### config.mk
export PLATFORM = sky130hd
export DESIGN_NAME = barrett_rr_sched_829
export DESIGN_NICKNAME = d
export VERILOG_FILES = /design/src/rtl/barrett_rr_sched_829.sv
export SDC_FILE = /design/constraint.sdc
export NUM_CORES = 1
export LEC_CHECK = 0
export CORE_UTILIZATION = 40
export CTS_CLUSTER_SIZE = 8
export DETAILED_ROUTE_END_ITERATION = 8
export GPL_TIMING_DRIVEN = 0
export SLEW_MARGIN = 20
export SYNTH_ARGS = -nofsm -noshare
export SYNTH_HDL_FRONTEND = slang
export SYNTH_SLANG_ARGS = --single-unit
### constraint.sdc
create_clock -name clk -period 12.9 [get_ports clk]
set_clock_uncertainty 0.05 [all_clocks]
set_input_delay 2.58 -clock clk [delete_from_list [all_inputs] [get_ports clk]]
set_output_delay 2.58 -clock clk [all_outputs]
set_load 0.02 [all_outputs]
### src/rtl/barrett_rr_sched_829.sv
// Round-robin shared Barrett reducer (q=829, mu=1264, k=10): NUM_REQ requesters
// feed a 3-stage pipeline whose results come back tagged with the requester index.
module barrett_rr_sched_829 #(
  parameter int NUM_REQ = 4,
  parameter int ID_W    = 2
) (
  input  logic                    clk,
  input  logic                    rst_n,
  input  logic [NUM_REQ-1:0]      req_valid,
  input  logic [NUM_REQ*19-1:0]   req_data,
  output logic [NUM_REQ-1:0]      req_ready,
  output logic                    rsp_valid,
  input  logic                    rsp_ready,
  output logic [ID_W-1:0]         rsp_id,
  output logic [9:0]              rsp_data,
  output logic [1:0]              occupancy
);

  localparam int unsigned N = NUM_REQ;

  logic [ID_W-1:0] ptr;
  logic [ID_W-1:0] grant_idx;
  logic            found;
  logic            stall;
  logic            accept;
  logic [18:0]     sel_data;

  logic            s1_valid;
  logic [18:0]     s1_x;
  logic [20:0]     s1_qh;
  logic [ID_W-1:0] s1_id;

  logic            s2_valid;
  logic [11:0]     s2_r;
  logic [ID_W-1:0] s2_id;

  logic [20:0]     s1_qh_d;
  logic [10:0]     s2_t;
  logic [20:0]     s2_tq;
  logic [20:0]     s2_r_full;
  logic [11:0]     s3_r1;
  logic [11:0]     s3_r2;
  logic [1:0]      occ_d;

  assign stall  = rsp_valid & ~rsp_ready;
  assign accept = |req_ready;

  // First valid requester at or after ptr, wrapping modulo NUM_REQ.
  always_comb begin
    found     = 1'b0;
    grant_idx = '0;
    for (int unsigned i = 0; i < N; i++) begin
      if (!found && req_valid[(32'(ptr) + i) % N]) begin
        found     = 1'b1;
        grant_idx = ID_W'((32'(ptr) + i) % N);
      end
    end
  end

  always_comb begin
    req_ready = '0;
    if (found && !stall) req_ready[grant_idx] = 1'b1;
  end

  always_comb begin
    sel_data = '0;
    for (int unsigned i = 0; i < N; i++) begin
      if (grant_idx == ID_W'(i)) sel_data = req_data[19*i +: 19];
    end
  end

  always_ff @(posedge clk or negedge rst_n) begin
    if (!rst_n) begin
      ptr <= '0;
    end else if (accept) begin
      ptr <= (32'(grant_idx) == N - 1) ? '0 : grant_idx + 1'b1;
    end
  end

  // Barrett datapath; estimate undershoots by at most 2q, so r < 3*829 fits 12 bits.
  always_comb begin
    s1_qh_d   = 21'(sel_data[18:10]) * 21'd1264;
    s2_t      = s1_qh[20:10];
    s2_tq     = 21'(s2_t) * 21'd829;
    s2_r_full = 21'(s1_x) - s2_tq;
    s3_r1     = (s2_r >= 12'd829) ? s2_r - 12'd829 : s2_r;
    s3_r2     = (s3_r1 >= 12'd829) ? s3_r1 - 12'd829 : s3_r1;
  end

  always_comb begin
    occ_d = 2'(accept) + 2'(s1_valid) + 2'(s2_valid);
  end

  always_ff @(posedge clk or negedge rst_n) begin
    if (!rst_n) begin
      s1_valid  <= 1'b0;
      s1_x      <= '0;
      s1_qh     <= '0;
      s1_id     <= '0;
      s2_valid  <= 1'b0;
      s2_r      <= '0;
      s2_id     <= '0;
      rsp_valid <= 1'b0;
      rsp_id    <= '0;
      rsp_data  <= '0;
      occupancy <= '0;
    end else if (!stall) begin
      s1_valid  <= accept;
      s1_x      <= sel_data;
      s1_qh     <= s1_qh_d;
      s1_id     <= grant_idx;
      s2_valid  <= s1_valid;
      s2_r      <= s2_r_full[11:0];
      s2_id     <= s1_id;
      rsp_valid <= s2_valid;
      rsp_id    <= s2_id;
      rsp_data  <= s3_r2[9:0];
      occupancy <= occ_d;
    end
  end

endmodule

### After elaboration in Yosys (flattened, before gate mapping)

Cells that the tools add are included.
Widths: inputs -> output; s select.

* add/sub/neg operators: 9
* multipliers: 2
* div/mod/pow operators: 0
* order comparisons: 8
* eq/ne operators: 3
* shift operators: 0
* multiplexer cells: 26
* bitwise logic cells: 2
* reduce and logical (&&, ||, !) cells: 11

Operators with widths (number)
* $mux 19: 4
* $ge 12x10->1 const B: 2
* $mul 9x7->16 const B: 1
* $lt 2x3->1 const B: 5
* $mul 10x10->12 const B: 1
* $mux 12: 1
* $sub 12x10->12 const B: 1
* $sub 12x12->12: 1
* $mux 10: 1
* $mux 2: 5
* $sub 10x10->10 const B: 1
* $mux 1: 9
* $bmux 1 s2: 4
* $logic_and 1x1->1: 5
* $add 2x1->2 const B: 2
* $add 2x2->2 const B: 2
* $eq 2x2->1 const B: 2
* $logic_not 1->1: 4
* $mux 4: 1
* $reduce_or 4->1: 1
* $add 1x1->2: 1
* $add 2x1->2: 1
* $demux 1 s2: 1
* $eq 2x1->1 const B: 1
* 4 further kinds: 4

* flip-flop bits (word level): 63
* bits in latches: 0
* bits in writable memories: 0
* ROM bits: 0
* input port bits: 83
* output and inout bits: 19
* logic and storage cells: 73
* memories kept: 0

### Depth between registers and ports, before layout

Gate-level depths: netlist (run 1).

* depth in word-level cells: 20
* depth in mapped cells: 30
* depth with buffers taken out: 28

### Worst setup path after synthesis (run 1)

Ideal clock, no wire load.

* kind: input -> register
* start: input port req_valid[0]
* end: register s1_qh[19]
* setup time: 0.133 ns
* data arrival time: 7.929 ns
* required time: 12.717 ns
* path slack: 4.788 ns
* stages: 30
* path buffers: 2
* cells stage by stage: inv_1 -> nor2_1 -> a21oi_1 -> o221ai_1 -> inv_1 -> ha_1 -> clkbuf_1 -> clkbuf_1 -> nor2_1 -> a21oi_1 -> nor2_1 -> a21oi_1 -> nor2_1 -> a21oi_1 -> inv_1 -> ha_1 -> xnor2_1 -> ha_1 -> inv_1 -> fa_1 -> fa_1 -> inv_1 -> ha_1 -> or3_1 -> o21ai_0 -> o31ai_1 -> o41a_1 -> a21o_1 -> a211oi_1 -> a21oi_1

* word-level cells in the longest chain between the ends: 18
* elaborated cells between the ends (all ways): 30
* those cells by class: mul: 1; eq/ne: 3; mux: 19; reduce/logical: 7

Ends and longest elaborated chain
* start, declared: RTL line 9 `input logic [NUM_REQ-1:0] req_valid,`
* $bmux 1 s2: RTL line 53 `if (!found && req_valid[(32'(ptr) + i) % N]) begin`
* $mux 1 (not written as such): RTL line 53
* $mux 1: RTL line 53
* $logic_not 1->1: RTL line 53
* $logic_and 1x1->1: RTL line 53
* $mux 1: RTL line 53
* $logic_not 1->1: RTL line 53
* $logic_and 1x1->1: RTL line 53
* $mux 1: RTL line 53
* $logic_not 1->1: RTL line 53
* $logic_and 1x1->1: RTL line 53
* $mux 2 *: RTL line 53
* net grant_idx[0]: RTL line 22 `logic [ID_W-1:0] grant_idx;`
* $logic_not 2->1: RTL line 68 `if (grant_idx == ID_W'(i)) sel_data = req_data[19*i +: 19];`
* $mux 19 (3 in series): RTL line 68
* $mux 19 *: RTL line 68
* $mul 9x7->16 *: RTL line 82 `s1_qh_d = 21'(sel_data[18:10]) * 21'd1264;`
* end signal, assigned: RTL line 110 `s1_qh <= s1_qh_d;`
* end, declared: RTL line 30 `logic [20:0] s1_qh;`

Mark *: on every way through the listed nets, which the timed path passes. The rest lies on a longest branch. The select of a mux whose other input is x is not followed.
A chain may end at the register's enable or synchronous reset.

### Final worst setup path (run 1)

* start: input port req_valid[1]
* end: register s1_qh[19]

The elaborated chain is that of the path after synthesis.

==> results of run 1 <==
==> final timing paths <==
check	endpoint	slack, ns	cells after the start
max	s1_qh[19]	3.84	30
min	rsp_id[1]	0.42	2
max reg2reg	s1_qh[19]	6.23	29
min reg2reg	rsp_id[1]	0.42	2
max in group asynchronous	s2_r[11]	10.34	2
min in group asynchronous	rsp_data[9]	1.99	1
==> registers in the layout, indices dropped and copies added, names as in the netlist, 2 cells and up <==
name,cells
s1_x,12
s2_r,12
rsp_data,10
s1_qh,10
occupancy,2
ptr,2
rsp_id,2
s1_id,2
s2_id,2
==> stage by stage <==
step | setup slack (ns) | cells | cell area [sq um]
finish | 3.84 | 1100 | 8080
floorplan | 4.79 | 766 | 6460
CTS | 3.77 | 1100 | 8080
detailed placement | 3.41 | 1084 | 7770
global placement | 3.45 | 1083 | 7740
global route | 3.15 | 1100 | 8080
==> area by class of cell <==
type	instances	area, sq um
multi-input cells	565	4470
clock inverters	4	51.3
plain buffers	32	140
repair buffers	102	1040
flip-flops and latches	57	1430
inverters	112	420
clock buffers	12	256
well taps	216	270
fillers	1575	7750
==> synth_stat cells, types with 3 or more instances <==
library cell               count
sky130_fd_sc_hd__o21a_1        8
sky130_fd_sc_hd__buf_1         4
sky130_fd_sc_hd__a21o_1       10
sky130_fd_sc_hd__nor3b_1       3
sky130_fd_sc_hd__buf_2         3
sky130_fd_sc_hd__ha_1         84
sky130_fd_sc_hd__mux2_2        4
sky130_fd_sc_hd__nand2_1      67
sky130_fd_sc_hd__a31oi_1       6
sky130_fd_sc_hd__a211oi_1      7
sky130_fd_sc_hd__o21bai_1      3
sky130_fd_sc_hd__o21ai_0      33
sky130_fd_sc_hd__and2_1        8
sky130_fd_sc_hd__clkbuf_1     21
sky130_fd_sc_hd__nor3_1       10
sky130_fd_sc_hd__a22oi_1      10
sky130_fd_sc_hd__a21oi_1      69
sky130_fd_sc_hd__xnor2_1      31
sky130_fd_sc_hd__nor2b_1       5
sky130_fd_sc_hd__o221ai_1      4
sky130_fd_sc_hd__fa_1         44
sky130_fd_sc_hd__nand2b_1      7
sky130_fd_sc_hd__o31ai_1       9
sky130_fd_sc_hd__nand3_1       4
sky130_fd_sc_hd__inv_1       112
sky130_fd_sc_hd__xor2_1       17
sky130_fd_sc_hd__o21ai_1       7
sky130_fd_sc_hd__o22ai_1       5
sky130_fd_sc_hd__nor2_1       78
sky130_fd_sc_hd__dfrtp_1      57
sky130_fd_sc_hd__nor4_1        4
==> metal layers <==
metal	part of all wire, %	GRT usage [%]	vias up
met3	4.0	3.39	19
li1	-	-	2781
met2	49	37.3	113
met4	1.8	6.09	0
met5	0	0	-
met1	45	25.7	2487
==> kinds of logic (layout without fill, tap and decap cells) <==
| logic type | after synthesis | in the layout | share of synthesized area, % |
|---|---|---|---|
| buf+inv | 144 | 262 | 8.68 |
| simple gates | 200 | 200 | 14.1 |
| fa+ha+maj | 128 | 128 | 29.9 |
| compound gates | 184 | 184 | 17.9 |
| flops | 57 | 57 | 22.1 |
| mux | 5 | 5 | 0.852 |
| xor+xnor | 48 | 48 | 6.51 |
==> layout by cell type, fill, tap and decap left out, types with 5 or more instances in the layout <==
| cell type | instances |
|---|---|
| sky130_fd_sc_hd__clkbuf_16 | 9 |
| sky130_fd_sc_hd__dfrtp_1 | 57 |
| sky130_fd_sc_hd__fa_1 | 44 |
| sky130_fd_sc_hd__a21o_1 | 10 |
| sky130_fd_sc_hd__a211oi_1 | 7 |
| sky130_fd_sc_hd__inv_1 | 112 |
| sky130_fd_sc_hd__ha_1 | 84 |
| sky130_fd_sc_hd__a31oi_1 | 6 |
| sky130_fd_sc_hd__o31ai_1 | 9 |
| sky130_fd_sc_hd__nand2b_1 | 7 |
| sky130_fd_sc_hd__a22oi_1 | 10 |
| sky130_fd_sc_hd__nor2b_1 | 5 |
| sky130_fd_sc_hd__nor2_1 | 78 |
| sky130_fd_sc_hd__xnor2_1 | 31 |
| sky130_fd_sc_hd__clkdlybuf4s50_1 | 100 |
| sky130_fd_sc_hd__a21oi_1 | 69 |
| sky130_fd_sc_hd__o22ai_1 | 5 |
| sky130_fd_sc_hd__xor2_1 | 17 |
| sky130_fd_sc_hd__nor3_1 | 10 |
| sky130_fd_sc_hd__nand2_1 | 67 |
| sky130_fd_sc_hd__and2_1 | 8 |
| sky130_fd_sc_hd__o21ai_0 | 33 |
| sky130_fd_sc_hd__o21a_1 | 8 |
| sky130_fd_sc_hd__o21ai_1 | 7 |
| sky130_fd_sc_hd__clkbuf_1 | 22 |
==> worst reg2reg max path, delay by kind of cell (launching register included) <==
kind | cells | cell delay, ns
AOI/OAI and AO/OA | 11 | 2.22
xor gates and xnor gates | 1 | 0.17
adders and majority gates | 6 | 1.98
buffers and inverters | 5 | 1.00
DFF | 1 | 0.41
and+or+nand+nor | 6 | 0.71
==> impl_summary.txt, run 1 <==
----------------------------------------------------
[Setup path]
  Cell type of the slowest stage on the worst timing path ... sky130_fd_sc_hd__clkdlybuf4s50_1
  Kind of start point of the critical path ... primary input
  Kind of critical path ... in2reg
  Category of cells accounting for the largest share of critical-path delay ... compound AO/OA/AOI/OAI gates
  CP endpoint kind ... flop
  Worst R2R Start ... ptr[1]
  Startpoint of the worst setup timing path ... req_valid[1]
  Largest fanout on the critical path ... 10
  Maximum single-stage delay on the critical path ... 0.52 ns
  CP bufs+invs ... 8
  Worst Path Arrival ... 9.19 ns
  Data required time at the worst endpoint ... 13.03 ns

[Final layout]
  Signed area change from the synthesized netlist to the final layout ... 25.0%
  Total number of nets in the final design ... 1,090
  Count of antenna diodes in the layout ... 0
  Final Core Density ... 51.0%
  Fraction of final layout cells with drive strength greater than 1 ... 4.52%

[Synthesis]
  Cell types with the largest area share after synthesis ... sky130_fd_sc_hd__dfrtp_1 22%, sky130_fd_sc_hd__ha_1 16%, sky130_fd_sc_hd__fa_1 14%
  Number of instances in the synthesized netlist ... 766
  Number of warnings printed during yosys synthesis ... 0
  Register bit count reported by yosys ... 57
  Sequential share of the synthesized area ... 22.1%
  Share of synthesized flip-flops with an asynchronous set or reset ... 100%
  Syn_area_per_cell ... 8.43 sq um
  Area of the mapped netlist ... 6460 sq um
  Fraction of post-synthesis cell area in the top cell type by area ... 22.1%
  Count of flip-flops with a built-in enable after synthesis ... 0
  Net count after synthesis ... 977
  Commonest register cell after synthesis ... sky130_fd_sc_hd__dfrtp_1
  Number of distinct library cells after synthesis ... 58
  Cell taking the most area after synthesis ... sky130_fd_sc_hd__dfrtp_1

[Placed design]
  Estimated wirelength of the detail-placed design ... 13,200 um
  Count of input and output buffers ... 101
  Final RePlAce weighted congestion ... 0.855

[Global route]
  Antenna violations before repair ... 0
  Overflow left after global routing ... 0
  Pin count of the biggest net entering global routing ... 56
  Global-route wire length before repair ... 26,700 um
  Number of global-route vias before repair ... 5,356
  Global Route Usage Sum ... 20.8%

[Drt]
  Post-detailed-route wirelength per cell ... 14.7 um
  1st-pass router iterations ... 6
  Number of antenna-violating nets in the routed design ... 0
  Total via count in the routed design ... 5,400
  Initial DRC count ... 206
  Routed wire length ... 16,200 um
  Average via count per standard cell ... 4.91
  Number of design rule violations left after detail routing ... 0

[CTS]
  Number of H-tree levels ... 3
  Sinks on Clock Net ... 57
  Total clock buffers created by CTS ... 9
  Register clock-pin slew on the reported worst setup and hold paths ... 0.05 ns
  Worst-case clock buffer depth ... 2
  Post-CTS resize count ... 0
  Count of hold-fix buffers inserted at cts ... 0
  Insertion delay of the later-clocked pin in the worst-skew pair ... 0.33 ns
  Clock tree from TritonCTS ... built
  Number of setup buffers added after CTS ... 0
  Clock root cell ... sky130_fd_sc_hd__clkbuf_16

[Die]
  Die Span X ... 129 um
  Die area ... 16,700 sq um
  Height of the chip ... 129 um
  I/O pin count ... 102
  Core region area ... 15,800 sq um
  Initial cell density of the core ... 40.8%
  Standard-cell rows ... 46

[Timing]
  RSZ-0062 raised after global routing ... false
  Rel. slew slack ... 31.0%
  WHS ... 0.418 ns
  Count of endpoints failing setup in the final report ... 0
  Maximum achievable frequency ... 110 MHz
  Total Negative Setup Slacks ... 0 ns
  Post-layout minimum cycle time ... 9.06 ns
  Transition time at the pin with the least slew margin ... 1.03 ns
  Fin. Hold Viols ... 0
  Final critical-path share of the clock period ... 70.2%
  Max-slew violation count ... 0

[Worst hold path]
  Kind of path behind the tightest hold check ... reg2reg
  Source of the worst hold timing path ... rsp_id[1]

[Run]
  MaxCap Viol Count ... 0

[Run status]
  Run status ... finished, final reports clean

----------------------------------------------------
Power of run 1 is not shown: default switching activity piles up to over one toggle a cycle in this logic, so the estimate is an artifact.
==> run 2, diff against run 1 <==
clock period = 7.8 ns   (was 12.9 ns; I/O delays follow)
==> impl_summary.txt, run 2 (synthesis gave the netlist of run 1 again) <==
----------------------------------------------------
[Worst hold path]
  Worst hold path depth ... 2 (unchanged)
  Kind of path behind the tightest hold check ... reg2reg (unchanged)

[Drt]
  Number of design rule violations left after detail routing ... 0 (unchanged)
  Total via count in the routed design ... 5,412 (was 5,400)
  Average via count per standard cell ... 4.89 (was 4.91)
  Post-detailed-route wirelength per cell ... 14.7 um (about the same)
  1st-pass router iterations ... 6 (unchanged)
  Initial DRC count ... 160 (was 206)
  Number of antenna-violating nets in the routed design ... 0 (unchanged)
  Routed wire length ... 16,200 um (about the same)

[Global route]
  Overflow left after global routing ... 0 (unchanged)
  Pin count of the biggest net entering global routing ... 56 (unchanged)
  Number of global-route vias before repair ... 5,369 (was 5,356)
  Global-route wire length before repair ... 26,700 um (about the same)
  Antenna violations before repair ... 0 (unchanged)
  Global Route Usage Sum ... 20.8% (about the same)

[Final layout]
  Fraction of final layout cells with drive strength greater than 1 ... 7.19% (was 4.52%)
  Most common library cell in the layout ignoring fill and taps ... sky130_fd_sc_hd__inv_1 (unchanged)
  Largest registers ... s1_x x12, s2_r x12 (unchanged)
  Most used cells in the layout excluding fill and tap cells ... 112 x sky130_fd_sc_hd__inv_1, 100 x sky130_fd_sc_hd__clkdlybuf4s50_1, 83 x sky130_fd_sc_hd__ha_1 (was 112 x sky130_fd_sc_hd__inv_1, 100 x sky130_fd_sc_hd__clkdlybuf4s50_1, 84 x sky130_fd_sc_hd__ha_1)
  Signed area change from the synthesized netlist to the final layout ... 26.6% (was 25.0%)
  Total number of nets in the final design ... 1,096 (was 1,090)
  Count of antenna diodes in the layout ... 0 (unchanged)

[CTS]
  Clock root cell ... sky130_fd_sc_hd__clkbuf_16 (unchanged)
  Number of H-tree levels ... 3 (unchanged)
  Register clock-pin slew on the reported worst setup and hold paths ... 0.05 ns (about the same)
  Sinks on Clock Net ... 57 (unchanged)
  Count of hold-fix buffers inserted at cts ... 0 (unchanged)
  Total clock buffers created by CTS ... 9 (unchanged)
  Clock tree from TritonCTS ... built (unchanged)
  Insertion delay of the later-clocked pin in the worst-skew pair ... 0.33 ns (about the same)
  Worst-case clock buffer depth ... 2 (unchanged)

[Setup path]
  Category of cells accounting for the largest share of critical-path delay ... adder cells (was compound AO/OA/AOI/OAI gates)
  Largest fanout on the critical path ... 10 (unchanged)
  Cell type of the slowest stage on the worst timing path ... sky130_fd_sc_hd__clkdlybuf4s50_1 (unchanged)
  Data required time at the worst endpoint ... 7.94 ns (was 13.03 ns)
  Worst R2R Start ... ptr[1] (unchanged)
  CP bufs+invs ... 7 (was 8)
  Worst Path Arrival ... 7.48 ns (was 9.19 ns)
  Cell depth of the worst flop-to-flop path ... 28 (was 29)
  CP Depth ... 29 (was 30)
  Critical register-to-register path endpoint ... s1_qh[19] (unchanged)
  CP endpoint kind ... flop (unchanged)
  Critical path destination ... s1_qh[19] (unchanged)
  Startpoint of the worst setup timing path ... req_valid[1] (unchanged)
  Maximum single-stage delay on the critical path ... 0.54 ns (was 0.52 ns)
  Internal reg-to-reg setup slack ... 1.79 ns (was 6.23 ns)
  Kind of start point of the critical path ... primary input (unchanged)
  Kind of critical path ... in2reg (unchanged)
  Most common cell on crit path ... sky130_fd_sc_hd__inv_1

[Run status]
  Run status ... finished, final reports clean (unchanged)

[Die]
  Height of the chip ... 129 um (unchanged)
  Initial cell density of the core ... 40.8% (unchanged)
  Die Span X ... 129 um (unchanged)
  Die area ... 16,700 sq um (unchanged)
  Core region area ... 15,800 sq um (unchanged)
  Standard-cell rows ... 46 (unchanged)
  I/O pin count ... 102 (unchanged)

[Timing]
  Rel. slew slack ... 33.1% (was 31.0%)
  Transition time at the pin with the least slew margin ... 0.995 ns (was 1.03 ns)
  Max-slew violation count ... 0 (unchanged)
  Final critical-path share of the clock period ... 94.1%
  Post-layout minimum cycle time ... 7.34 ns
  Maximum achievable frequency ... 136 MHz
  Count of endpoints failing setup in the final report ... 0 (unchanged)
  Total Negative Setup Slacks ... 0 ns (unchanged)
  Fin. Hold Viols ... 0 (unchanged)
  WHS ... 0.418 ns (about the same)

[Placed design]
  Count of input and output buffers ... 101 (unchanged)
  Estimated wirelength of the detail-placed design ... 13,200 um (unchanged)
  Final RePlAce weighted congestion ... 0.855 (unchanged)

[Run]
  MaxCap Viol Count ... 0 (unchanged)

----------------------------------------------------
[run 2: metal layers]
metal	global-route usage, %	wire length, um
met1	25.7	7380
met2	37.4	7920
met3	3.39	612
met4	6.09	292
met5	0	0
[run 2: worst min-delay path by stage]
stage | start | endpoint
after CTS | s1_id[0] | s2_id[0]
after detailed placement | s2_id[1] | s2_id[1]
final | rsp_id[1] | rsp_id[1]
after global placement | s2_id[0] | s2_id[0]
after floorplan | s2_id[0] | s2_id[0]
after global routing | rsp_data[9] | rsp_data[9]
[run 2: layout make-up]
type / count / area (sq um)
timing repair buffer: 109 / 1090
sequential: 57 / 1430
clock buffer: 12 / 256
tap: 216 / 270
multi-input combinational: 565 / 4510
inverter: 112 / 420
fill: 1559 / 7650
buffer: 31 / 151
clock inverter: 4 / 51.3
[run 2: metrics by stage]
step	utilization [%]	std cells	area, sq um	worst slack (ns)
finish	51.7	1106	8180	0.458
detailed placement	49.1	1084	7770	-0.673
global placement	48.9	1083	7740	-0.631
global route	51.7	1106	8180	-0.0377
floorplan	-	766	6460	0.708
CTS	51.1	1099	8090	0.0202
[run 2: what timing repair did]
item / CTS / global route
resized for setup: 8 / 17
setup endpoints to repair: 2 / 5
setup buffers: 0 / 7
gates cloned: 0 / 0
pin swaps: 0 / 3
[run 2: worst reg2reg max path: cells and delay by family, from the launching register on]
family / cells / cell delay, ns
AND/OR/NAND/NOR: 6 / 0.56
AO/OA/AOI/OAI: 11 / 2.01
flip-flops: 1 / 0.44
buffers and inverters: 5 / 0.44
adder cells (fa/ha/maj): 6 / 2.34
Power of run 2 is left out for the same reason.
==> run 3, diff against run 2 <==
CORE_ASPECT_RATIO = 1.4   (was not set)
CORE_UTILIZATION = 50   (was 40)
PLACE_DENSITY = 0.78   (was not set)
==> impl_summary.txt, run 3 (synthesis gave the netlist of run 1 again) <==
----------------------------------------------------
[Run status]
  Run status ... finished, violations left (was finished, final reports clean)
  Violated checks ... DRC

[Setup path]
  Startpoint of the worst setup timing path ... req_valid[1] (unchanged)
  Worst R2R Start ... ptr[1] (unchanged)
  Worst Path Arrival ... 7.51 ns (was 7.48 ns)
  Largest fanout on the critical path ... 10 (unchanged)
  Critical path destination ... s1_qh[19] (unchanged)
  Maximum single-stage delay on the critical path ... 0.54 ns (about the same)
  Kind of critical path ... in2reg (unchanged)
  Cell depth of the worst flop-to-flop path ... 26 (was 28)
  Kind of start point of the critical path ... primary input (unchanged)
  Cell type of the slowest stage on the worst timing path ... sky130_fd_sc_hd__clkdlybuf4s50_1 (unchanged)
  Internal reg-to-reg setup slack ... 1.77 ns (was 1.79 ns)
  Data required time at the worst endpoint ... 7.94 ns (about the same)
  Most common cell on crit path ... sky130_fd_sc_hd__inv_1 (unchanged)
  CP endpoint kind ... flop (unchanged)
  Critical register-to-register path endpoint ... s1_qh[19] (unchanged)

[Die]
  Core region area ... 12,500 sq um (was 15,800 sq um)
  Die area ... 13,400 sq um (was 16,700 sq um)
  Height of the chip ... 137 um (was 129 um)
  Initial cell density of the core ... 51.7% (was 40.8%)
  I/O pin count ... 102 (unchanged)
  Standard-cell rows ... 48 (was 46)
  Die Span X ... 98.1 um (was 129 um)

[Timing]
  Max-slew violation count ... 0 (unchanged)
  Transition time at the pin with the least slew margin ... 0.922 ns (was 0.995 ns)
  Worst path setup slack after routing ... 0.437 ns (was 0.458 ns)
  Post-layout minimum cycle time ... 7.36 ns (was 7.34 ns)
  Total Negative Setup Slacks ... 0 ns (unchanged)
  Maximum achievable frequency ... 136 MHz (about the same)
  Fin. Hold Viols ... 0 (unchanged)
  Count of endpoints failing setup in the final report ... 0 (unchanged)
  Final critical-path share of the clock period ... 94.4% (was 94.1%)
  Rel. slew slack ... 37.9% (was 33.1%)

[Final layout]
  Most common library cell in the layout ignoring fill and taps ... sky130_fd_sc_hd__inv_1 (unchanged)
  Largest registers ... s1_x x12, s2_r x12 (unchanged)
  Fraction of final layout cells with drive strength greater than 1 ... 6.78% (was 7.19%)
  Most used cells in the layout excluding fill and tap cells ... 112 x sky130_fd_sc_hd__inv_1, 100 x sky130_fd_sc_hd__clkdlybuf4s50_1, 83 x sky130_fd_sc_hd__ha_1 (unchanged)
  Final Core Density ... 64.5% (was 51.7%)
  Signed area change from the synthesized netlist to the final layout ... 24.6% (was 26.6%)
  Count of antenna diodes in the layout ... 0 (unchanged)
  Total number of nets in the final design ... 1,091 (was 1,096)

[Worst hold path]
  Kind of path behind the tightest hold check ... reg2reg (unchanged)

[Placed design]
  Final RePlAce weighted congestion ... 0.874 (was 0.855)
  Count of input and output buffers ... 101 (unchanged)
  Minimum setup slack after placement ... -0.673 ns (about the same)
  Estimated wirelength of the detail-placed design ... 13,100 um (was 13,200 um)

[Global route]
  Global Route Usage Sum ... 25.5% (was 20.8%)
  Overflow left after global routing ... 0 (unchanged)
  Antenna violations before repair ... 0 (unchanged)
  Global-route wire length before repair ... 26,500 um (was 26,700 um)
  Pin count of the biggest net entering global routing ... 58 (was 56)
  Number of global-route vias before repair ... 5,741 (was 5,369)

[Drt]
  1st-pass router iterations ... 6 (unchanged)
  Post-detailed-route wirelength per cell ... 15.5 um (was 14.7 um)
  Total via count in the routed design ... 5,567 (was 5,412)
  Number of design rule violations left after detail routing ... 2 (was 0)
  Number of antenna-violating nets in the routed design ... 0 (unchanged)
  Average via count per standard cell ... 5.38 (was 4.89)
  Initial DRC count ... 212 (was 160)
  Routed wire length ... 16,000 um (was 16,200 um)

[CTS]
  Sinks on Clock Net ... 57 (unchanged)
  Count of hold-fix buffers inserted at cts ... 0 (unchanged)
  Total clock buffers created by CTS ... 9 (unchanged)
  Clock tree from TritonCTS ... built (unchanged)
  Number of H-tree levels ... 3 (unchanged)
  Insertion delay of the later-clocked pin in the worst-skew pair ... 0.34 ns (was 0.33 ns)
  Worst-case clock buffer depth ... 2 (unchanged)
  Register clock-pin slew on the reported worst setup and hold paths ... 0.06 ns (was 0.05 ns)
  Clock root cell ... sky130_fd_sc_hd__clkbuf_16 (unchanged)

[Run]
  MaxCap Viol Count ... 0 (unchanged)

----------------------------------------------------
run 3: changes by cell type in the layout (fill, tap and decap cells not counted), sizes merged:
cell and change:
buf -4, clkbuf -3, clkinv -1, inv +3
run 3: per-stage QoR:
| stage | cell area, sq um | hold WS [ns] | cells |
|---|---|---|---|
| 6_report | 8050 | 0.417 | 1035 |
| 5_1_grt | 8050 | 0.437 | 1035 |
| 4_1_cts | 7990 | 0.419 | 1032 |
| 3_5_place_dp | 7660 | 0.406 | 1017 |
| 3_3_place_gp | 7660 | 0.403 | 1017 |
| 2_1_floorplan | 6460 | 0.389 | 766 |
run 3: worst min path at each step:
stage,startpoint,end,slack [ns],depth (start not counted)
after global placement,s2_id[0],s2_id[0],0.40,2
after floorplan,s2_id[0],s2_id[0],0.39,2
final,s2_id[0],s2_id[0],0.42,2
after CTS,s2_id[0],s2_id[0],0.42,2
after global routing,s1_id[0],s2_id[0],0.44,2
after detailed placement,s2_id[0],s2_id[0],0.41,2
run 3: routing by layer:
metal | vias to the layer above | part of all wire, % | global-route usage, %
met5 | - | 0 | 0
met4 | 0 | 4.7 | 14.1
met3 | 50 | 3.4 | 3.63
li1 | 2785 | - | -
met2 | 135 | 54 | 49.8
met1 | 2597 | 38 | 25.9
run 3: what timing repair did:
| action | 4_1_cts | 5_1_grt |
|---|---|---|
| gates resized for setup | 8 | 19 |
| setup buffers | 0 | 3 |
| pin swaps | 0 | 2 |
| setup endpoints to repair | 3 | 5 |
run 3: final cells by class:
type | instances | area (sq um)
buffer | 31 | 151
inverter | 112 | 420
sequential | 57 | 1430
timing repair buffer | 104 | 1030
clock buffer | 10 | 239
tap | 150 | 188
clock inverter | 6 | 72.6
fill | 1045 | 4440
multi-input combinational | 565 | 4520
run 3: critical path, delay by kind of cell:
family,cells,cell delay [ns]
AO/OA/AOI/OAI,10,2.03
XOR/XNOR,1,0.17
adder cells (fa/ha/maj),6,2.07
buffers and inverters,7,1.20
AND/OR/NAND/NOR,3,0.49
Power of run 3 is left out for the same reason.
